==> src/rtl/snax_hwpe_periph_regfile.sv <==
// rtl/snax_hwpe_periph_regfile.sv - HWPE periph-bus register file with staging/shadow config and job-control FSM
module snax_hwpe_periph_regfile #(
  parameter int unsigned NumCfgRegs  = 8,
  parameter int unsigned IdWidth     = 5,
  parameter int unsigned JobCntWidth = 8
) (
  input  logic                     clk_i,
  input  logic                     rst_ni,
  input  logic                     periph_req_i,
  output logic                     periph_gnt_o,
  input  logic [31:0]              periph_add_i,
  input  logic                     periph_wen_i,
  input  logic [3:0]               periph_be_i,
  input  logic [31:0]              periph_data_i,
  input  logic [IdWidth-1:0]       periph_id_i,
  output logic                     periph_r_valid_o,
  output logic [31:0]              periph_r_data_o,
  output logic [IdWidth-1:0]       periph_r_id_o,
  output logic [NumCfgRegs*32-1:0] cfg_o,
  output logic                     start_o,
  output logic                     clear_o,
  input  logic                     done_i,
  output logic                     busy_o,
  output logic                     evt_o
);

  localparam int unsigned IdxTrigger = 0;
  localparam int unsigned IdxStatus  = 1;
  localparam int unsigned IdxClear   = 2;
  localparam int unsigned CfgBase    = 3;

  typedef enum logic [1:0] {
    Idle  = 2'd0,
    Start = 2'd1,
    Busy  = 2'd2
  } state_e;

  state_e                 state_q, state_d;
  logic [31:0]            stage_q [NumCfgRegs];
  logic [31:0]            stage_d [NumCfgRegs];
  logic [31:0]            cfg_q   [NumCfgRegs];
  logic                   pending_q, pending_d;
  logic [JobCntWidth-1:0] jobs_q, jobs_d;
  logic                   evt_q, evt_d;
  logic                   clear_q;
  logic                   load_cfg;
  logic                   r_valid_q;
  logic [31:0]            r_data_q;
  logic [IdWidth-1:0]     r_id_q;

  logic [31:0] idx;
  logic        wr_en, rd_en;
  logic        trig, clr;
  logic [31:0] status;
  logic [31:0] rdata;
  logic        unused_add;

  // Only the word index within a 256-byte window is decoded.
  assign idx        = {26'd0, periph_add_i[7:2]};
  assign unused_add = ^{periph_add_i[31:8], periph_add_i[1:0]};

  assign periph_gnt_o = periph_req_i;
  assign wr_en        = periph_req_i & ~periph_wen_i;
  assign rd_en        = periph_req_i & periph_wen_i;
  assign trig         = wr_en & (idx == IdxTrigger) & periph_be_i[0];
  assign clr          = wr_en & (idx == IdxClear) & periph_be_i[0];

  always_comb begin
    status                     = '0;
    status[0]                  = (state_q != Idle);
    status[1]                  = pending_q;
    status[8 +: JobCntWidth]   = jobs_q;
  end

  always_comb begin
    rdata = '0;
    if (idx == IdxStatus) begin
      rdata = status;
    end
    for (int unsigned k = 0; k < NumCfgRegs; k++) begin
      if (idx == CfgBase + k) begin
        rdata = stage_q[k];
      end
    end
  end

  always_comb begin
    for (int unsigned k = 0; k < NumCfgRegs; k++) begin
      stage_d[k] = stage_q[k];
      if (wr_en && (idx == CfgBase + k)) begin
        for (int unsigned b = 0; b < 4; b++) begin
          if (periph_be_i[b]) begin
            stage_d[k][8*b +: 8] = periph_data_i[8*b +: 8];
          end
        end
      end
      if (clr) begin
        stage_d[k] = '0;
      end
    end
  end

  // Shadow is loaded on entry to Start so cfg_o is already stable while start_o is high.
  always_comb begin
    state_d   = state_q;
    pending_d = pending_q;
    jobs_d    = jobs_q;
    evt_d     = 1'b0;
    load_cfg  = 1'b0;
    unique case (state_q)
      Idle: begin
        if (trig || pending_q) begin
          state_d  = Start;
          load_cfg = 1'b1;
        end
      end
      Start: begin
        state_d   = Busy;
        pending_d = trig;
      end
      Busy: begin
        if (trig) begin
          pending_d = 1'b1;
        end
        if (done_i) begin
          state_d = Idle;
          evt_d   = 1'b1;
          jobs_d  = jobs_q + JobCntWidth'(1);
        end
      end
      default: state_d = Idle;
    endcase
    if (clr) begin
      state_d   = Idle;
      pending_d = 1'b0;
      jobs_d    = '0;
      evt_d     = 1'b0;
      load_cfg  = 1'b0;
    end
  end

  always_ff @(posedge clk_i or negedge rst_ni) begin
    if (!rst_ni) begin
      state_q   <= Idle;
      pending_q <= 1'b0;
      jobs_q    <= '0;
      evt_q     <= 1'b0;
      clear_q   <= 1'b0;
      r_valid_q <= 1'b0;
      r_data_q  <= '0;
      r_id_q    <= '0;
      for (int unsigned k = 0; k < NumCfgRegs; k++) begin
        stage_q[k] <= '0;
        cfg_q[k]   <= '0;
      end
    end else begin
      state_q   <= state_d;
      pending_q <= pending_d;
      jobs_q    <= jobs_d;
      evt_q     <= evt_d;
      clear_q   <= clr;
      r_valid_q <= rd_en;
      if (rd_en) begin
        r_data_q <= rdata;
        r_id_q   <= periph_id_i;
      end
      for (int unsigned k = 0; k < NumCfgRegs; k++) begin
        stage_q[k] <= stage_d[k];
        if (clr) begin
          cfg_q[k] <= '0;
        end else if (load_cfg) begin
          cfg_q[k] <= stage_d[k];
        end
      end
    end
  end

  for (genvar g = 0; g < NumCfgRegs; g++) begin : gen_cfg_out
    assign cfg_o[32*g +: 32] = cfg_q[g];
  end

  assign periph_r_valid_o = r_valid_q;
  assign periph_r_data_o  = r_data_q;
  assign periph_r_id_o    = r_id_q;
  assign start_o          = (state_q == Start);
  assign busy_o           = (state_q != Idle);
  assign clear_o          = clear_q;
  assign evt_o            = evt_q;

endmodule

==> config.mk <==
export PLATFORM = sky130hd
export DESIGN_NAME = snax_hwpe_periph_regfile
export DESIGN_NICKNAME = d
export VERILOG_FILES = /design/src/rtl/snax_hwpe_periph_regfile.sv
export SDC_FILE = /design/constraint.sdc
export NUM_CORES = 1
export LEC_CHECK = 0
export CORE_MARGIN = 3
export CORE_UTILIZATION = 35
export DETAILED_ROUTE_END_ITERATION = 12
export GPL_TIMING_DRIVEN = 0
export PLACE_DENSITY = 0.54
export SLEW_MARGIN = 20
export SYNTH_ARGS = -nofsm -noshare
export SYNTH_HDL_FRONTEND = slang
export SYNTH_SLANG_ARGS = --single-unit
export TNS_END_PERCENT = 100
==> constraint.sdc <==
create_clock -name clk_i -period 2.1 [get_ports clk_i]
set_input_delay 0.42 -clock clk_i [delete_from_list [all_inputs] [get_ports clk_i]]
set_output_delay 0.42 -clock clk_i [all_outputs]
set_load 0.005 [all_outputs]
==> impl_metrics.toml, run 1 <==
[critical_path]
crit_slowest_cell = "clkdlybuf4s50_1"
cp_num_buf_inv = 1
crit_fanout = 2
path_delay_family = "buffers and inverters"
path_cells = "clkdlybuf4s50_1"
cp-start-kind = "flip-flop"
crit_arrival_ps = 1660
critPathCaptureType = "output port"
crit_path_max_incr_delay_ps = 570
required_ps = 1680
crit_type = "reg -> out"

[sta]
finalSetupViolCount = 0
finalHoldViolations = 86
finClkSkew_ps = 32.8
period_share_pct = 99.2
slew-limit-headroom_pct = 40.5
period_minus_slack_ps = 2080
fin_tns_setup_ps = 0
worst_slew_pin_slew_ps = 893
maxSlewViolCount = 0
worst_hold_slack_ps = -248
fmax_mhz = 480

[routing]
wl_mm = 100
drtPass1Iterations = 5
drtIter0Drc = 2170
dr_total_vias = 20634
avgRoutedWirePerCell_um = 27.3
wl_met2_mm = 47.2
wl_met1_mm = 43.1
vias_per_cell = 5.61
met3_length_mm = 7.63
antenna_left = 0
top_layer = "met5"
drcViolationCount = 0

[power_and_ir_drop]
p_leak_nw = 15.1
powerDensity_mw_per_mm2 = 854
vdd_drop_max_uv = 633

[clock_network]
htree_levels = 2
clk_pin_slew_ps = 70
ctsRootBufferMaster = "clkbuf_16"
insertion_delay_ps = 640
cts_tree = "yes"
clockBufferDepth = 3
cts.sink_count = 563
cts_inserted_buffers = 58

[placed_design]
io_buffers = 316
dpl.cell_count = 3551
place.gp.congestion = 0.919
dp_hpwl_mm = 76.3

[floorplan]
coreArea_mm2 = 0.0680
fp-row-count = 95
die-width_um = 269
die-area_mm2 = 0.0726
pin_count = 377
die_y_um = 269
initial_core_util_pct = 35.7

[synthesis]
yosysUniqueCellTypes = 49
post-synth-top-area-cell = "dfrtp_1"
synth_nets = 2386
synth_edf_count = 0
syn_area_mm2 = 0.0243
yosys-top-cells-area = "dfrtp_1 (58%), mux2i_1 (11%), a21oi_1 (6.0%)"
ys_top_cells_by_count = "dfrtp_1 (563), nor2_1 (329), a21oi_1 (289)"
synth-async-reset-ratio_pct = 100
ys_warn_count = 0
ys.flop_type = "dfrtp_1"
synth.most_common_cell = "dfrtp_1"
syn_area_per_cell_um2 = 10.5
yosysTopAreaCellShare_pct = 58.0
synth_seq_area_share_pct = 58.0
syn_inst = 2307
ys_ff_latch = 563

[layout]
layout.cells.non_filler = 3679
final_util_pct = 47.0
area_delta_synth_final_pct = 31.5
fillers = 6338
drive_gt1_share_pct = 13.6
nets = 2788

[outcome]
violations = "negative hold slack"
outcome = "complete, but fails checks"

[global_routing]
track_usage_pct = 26.9
grt_pass1_wl_mm = 146
first_global_vias = 20986
antenna_found_initial = 5
overflow = 0
grt_start_max_net_pins = 102

[worst_hold_path]
min_path_type = "in -> async"

[flow_run]
cap_violations = 0
==> logic make-up (layout without fill, tap and decap cells) <==
logic type | after synthesis | after routing | synth area share (%)
AO/OA/AOI/OAI | 763 | 763 | 17.9
XOR/XNOR | 7 | 7 | 0.252
adder cells (fa/ha/maj) | 1 | 1 | 0.0515
buffers and inverters | 225 | 673 | 3.70
flip-flops | 563 | 563 | 58.0
multiplexers | 266 | 266 | 11.0
other | 0 | 3 | 0
AND/OR/NAND/NOR | 482 | 482 | 9.07
==> per-layer routing <==
layer / track usage [%] / vias up
met4: 6.58 / 4
met2: 44.1 / 929
met5: 0 / -
met3: 5.16 / 129
li1: - / 9036
met1: 36.9 / 10536
==> report_power, final <==
part,internal (W),switching [W]
clock,0.00700,0.00460
combinational,0.00164,0.00163
sequential,0.0117,0.000710
total,0.0203,0.00693
==> stage by stage <==
| stage | instance area, um2 | total power [W] | hold WS, ps | setup WS, ps |
|---|---|---|---|---|
| after floorplan | 24300 | 0.0134 | 124 | 55.1 |
| after global placement | 28600 | 0.0157 | 463 | -24450 |
| after detailed placement | 28800 | 0.0158 | 452 | -1780 |
| after CTS | 31600 | 0.0274 | -230 | -4.89 |
| after global routing | 31900 | 0.0282 | -212 | -18.2 |
| final | 31900 | 0.0273 | -248 | 17.8 |
==> cells in the final DEF (no fill, tap or decap), types with 8 or more instances in the layout <==
master	n
dfrtp_1	560
nor2_1	324
clkdlybuf4s50_1	306
a21oi_1	289
o21ai_0	280
mux2i_1	228
clkbuf_1	75
clkbuf_2	73
clkbuf_16	59
a221oi_1	54
o22ai_1	31
nor3_1	30
clkbuf_4	29
nand2_1	26
buf_2	25
nor2b_1	24
buf_4	23
o221ai_1	23
o21a_1	22
a31oi_1	22
mux2i_2	18
a22oi_1	18
clkbuf_8	14
nor2_4	13
nand2_2	13
bufinv_16	12
mux2i_4	11
o211ai_1	10
buf_12	10
nor3_4	9
mux2_2	9
o2bb2ai_1	9
buf_6	8
clkinv_2	8
==> cell type report <==
| cell class | instances | area, um2 | share of cell area (%) |
|---|---|---|---|
| inverter | 5 | 20.0 | 0.0627 |
| sequential | 563 | 14100 | 44.1 |
| multi-input combinational | 1519 | 9700 | 30.4 |
| antenna | 3 | 7.51 | 0.0235 |
| buffer | 217 | 1200 | 3.76 |
| clock inverter | 30 | 484 | 1.52 |
| timing repair buffer | 345 | 3620 | 11.3 |
| tap | 921 | 1150 | 3.61 |
| clock buffer | 76 | 1650 | 5.17 |
==> flip-flops by register name (all words and copies together) (netlist names) <==
name and count:
cfg_o 256, clear_o 1, evt_o 1, jobs_q 8, pending_q 1, periph_r_data_o 32
periph_r_id_o 5, periph_r_valid_o 1, stage_q 256, state_q 2
==> path summary, 6_finish.rpt <==
kind	slack (ps)	from	cells past startpoint	end
max reg2reg	400	state_q[0]	6	cfg_o[225]
max	20	cfg_o[98]	1	cfg_o[98]
min in group clk_i	330	periph_id_i[3]	3	periph_r_id_o[3]
max in group asynchronous	540	rst_ni	5	state_q[1]
min reg2reg	480	periph_r_id_o[2]	2	periph_r_id_o[2]
min	-250	rst_ni	2	cfg_o[244]
==> repair_timing <==
action,in CTS,in global routing
pin swaps,10,5
setup buffers,19,3
setup endpoints to repair,559,527
gates resized for setup,199,133
hold endpoints to repair,86,86
Power figures use the tool's default switching activity.
==> run 2: changes to the inputs <==
--- a/config.mk
+++ b/config.mk
@@ -10,6 +10,7 @@
 export DETAILED_ROUTE_END_ITERATION = 12
 export GPL_TIMING_DRIVEN = 0
 export PLACE_DENSITY = 0.54
+export SKIP_LAST_GASP = 1
 export SLEW_MARGIN = 20
 export SYNTH_ARGS = -nofsm -noshare
 export SYNTH_HDL_FRONTEND = slang
==> impl_metrics.toml, run 2 (synthesis results as in run 1) <==
[outcome]
outcome = "complete, but fails checks"
violations = "negative hold slack, negative setup slack"

[critical_path]
crit_type = "in -> reg"
r2r_cells = 6
crit_slowest_cell = "clkdlybuf4s50_1"
cp_num_buf_inv = 3
crit_path_max_incr_delay_ps = 570
path_delay_family = "buffers and inverters"
crit_arrival_ps = 2640
cp-start-kind = "input pin"
required_ps = 2610
crit_fanout = 10
path_cells = "clkdlybuf4s50_1, buf_6, clkbuf_1, nor2b_1, o21ai_0, a21oi_1, o21a_1, o22ai_1"
critPathCaptureType = "flip-flop"
cp_num_cells = 8

[sta]
finalHoldViolations = 86
finalSetupViolCount = 2
maxSlewViolCount = 0
slew-limit-headroom_pct = 40.3
finClkSkew_ps = 37.8
rsz0062_at_grt = "yes"
worst_slew_pin_slew_ps = 896
postLayoutSetupSlackWorst_ps = -29.2
fmax_mhz = 470
period_minus_slack_ps = 2130
fin_tns_setup_ps = -58.1
period_share_pct = 101
worst_hold_slack_ps = -249

[routing]
drcViolationCount = 0
drtIter0Drc = 2157
dr_total_vias = 20708
vias_per_cell = 5.63
wl_mm = 100
avgRoutedWirePerCell_um = 27.3
drtPass1Iterations = 5
antenna_left = 0

[layout]
layout.cells.non_filler = 3680
fillers = 6341
area_delta_synth_final_pct = 31.5
regArea_mm2 = 0.0141
multiInputGateArea_mm2 = 0.00971
final_common_cell = "dfrtp_1"
nets = 2788
final_util_pct = 47.0
drive_gt1_share_pct = 13.6
final_cell_mix = "dfrtp_1 (560), nor2_1 (324), clkdlybuf4s50_1 (306)"

[global_routing]
grt_pass1_wl_mm = 146
track_usage_pct = 26.9
first_global_vias = 20946
grt_start_max_net_pins = 102
antenna_found_initial = 5
overflow = 0

[clock_network]
htree_levels = 2
insertion_delay_ps = 640
ctsRootBufferMaster = "clkbuf_16"
cts_tree = "yes"
cts.sink_count = 563
clockBufferDepth = 3
clk_pin_slew_ps = 70
cts_inserted_buffers = 58

[floorplan]
fp-row-count = 95
coreArea_mm2 = 0.0680
die-area_mm2 = 0.0726
die_y_um = 269
die-width_um = 269
pin_count = 377
initial_core_util_pct = 35.7

[power_and_ir_drop]
p_leak_nw = 15.0
powerDensity_mw_per_mm2 = 854
vdd_drop_max_uv = 635

[flow_run]
cap_violations = 0

[worst_hold_path]
min_path_type = "in -> async"

[placed_design]
io_buffers = 316
place.gp.congestion = 0.919
dpl.cell_count = 3551
dp_hpwl_mm = 76.3
pre_cts_slack_ps = -1780
==> run 2: cell count changes in the layout (fill, tap and decap cells not counted) <==
cell / change
mux2i_2: +2
mux2i_1: -2
buf_4: +3
clkbuf_1: +1
diode_2: +1
clkbuf_4: -2
clkbuf_2: -1
buf_6: -1
==> run 2: routing by layer <==
| layer | GRT usage (%) | part of all wire (%) | vias to the layer above |
|---|---|---|---|
| met5 | 0 | 0.031 | - |
| met4 | 6.57 | 2.5 | 4 |
| met3 | 5.10 | 7.7 | 134 |
| met2 | 44.1 | 47 | 936 |
| met1 | 36.9 | 43 | 10591 |
| li1 | - | - | 9043 |
==> run 2: worst register-to-register path, delay by kind of cell (launching register included) <==
kind,cells,cell delay [ps]
buffers and inverters,3,710
flip-flops,1,430
AO/OA/AOI/OAI,2,300
AND/OR/NAND/NOR,1,160
==> run 2: worst paths after layout <==
kind | from | endpoint | slack (ps)
max | periph_add_i[2] | periph_r_data_o[24] | -30
min | rst_ni | cfg_o[244] | -250
max reg2reg | state_q[0] | cfg_o[81] | 390
min reg2reg | periph_r_id_o[2] | periph_r_id_o[2] | 480
max in group asynchronous | rst_ni | state_q[1] | 510
min in group clk_i | periph_id_i[3] | periph_r_id_o[3] | 330
==> run 2: layout make-up <==
class | instances | area share [%]
inverter | 5 | 0.0627
clock buffer | 76 | 5.17
buffer | 217 | 3.75
multi-input combinational | 1519 | 30.4
timing repair buffer | 345 | 11.3
tap | 921 | 3.61
antenna | 4 | 0.0313
sequential | 563 | 44.1
clock inverter | 30 | 1.52
==> run 2: through the flow <==
step                      total power, W  hold slack [ps]  area (um2)
after floorplan                   0.0134              124       24300
after global placement            0.0157              463       28600
after detailed placement          0.0158              452       28800
after CTS                         0.0274             -230       31600
after global routing              0.0282             -212       31900
final                             0.0273             -249       31900
==> run 2: repair_timing <==
action	4_1_cts	5_1_grt
endpoints found under the setup margin	559	527
cloned	0	0
pin swaps	10	5
buffers inserted	19	3
hold endpoints to repair	86	86
resized for setup	197	137
==> run 2: power by group <==
group / internal, W / total (W) / leakage, nW / switching (W)
clock network: 0.00700 / 0.0116 / 1.03 / 0.00460
registers: 0.0117 / 0.0124 / 7.65 / 0.000710
logic: 0.00164 / 0.00327 / 6.36 / 0.00163
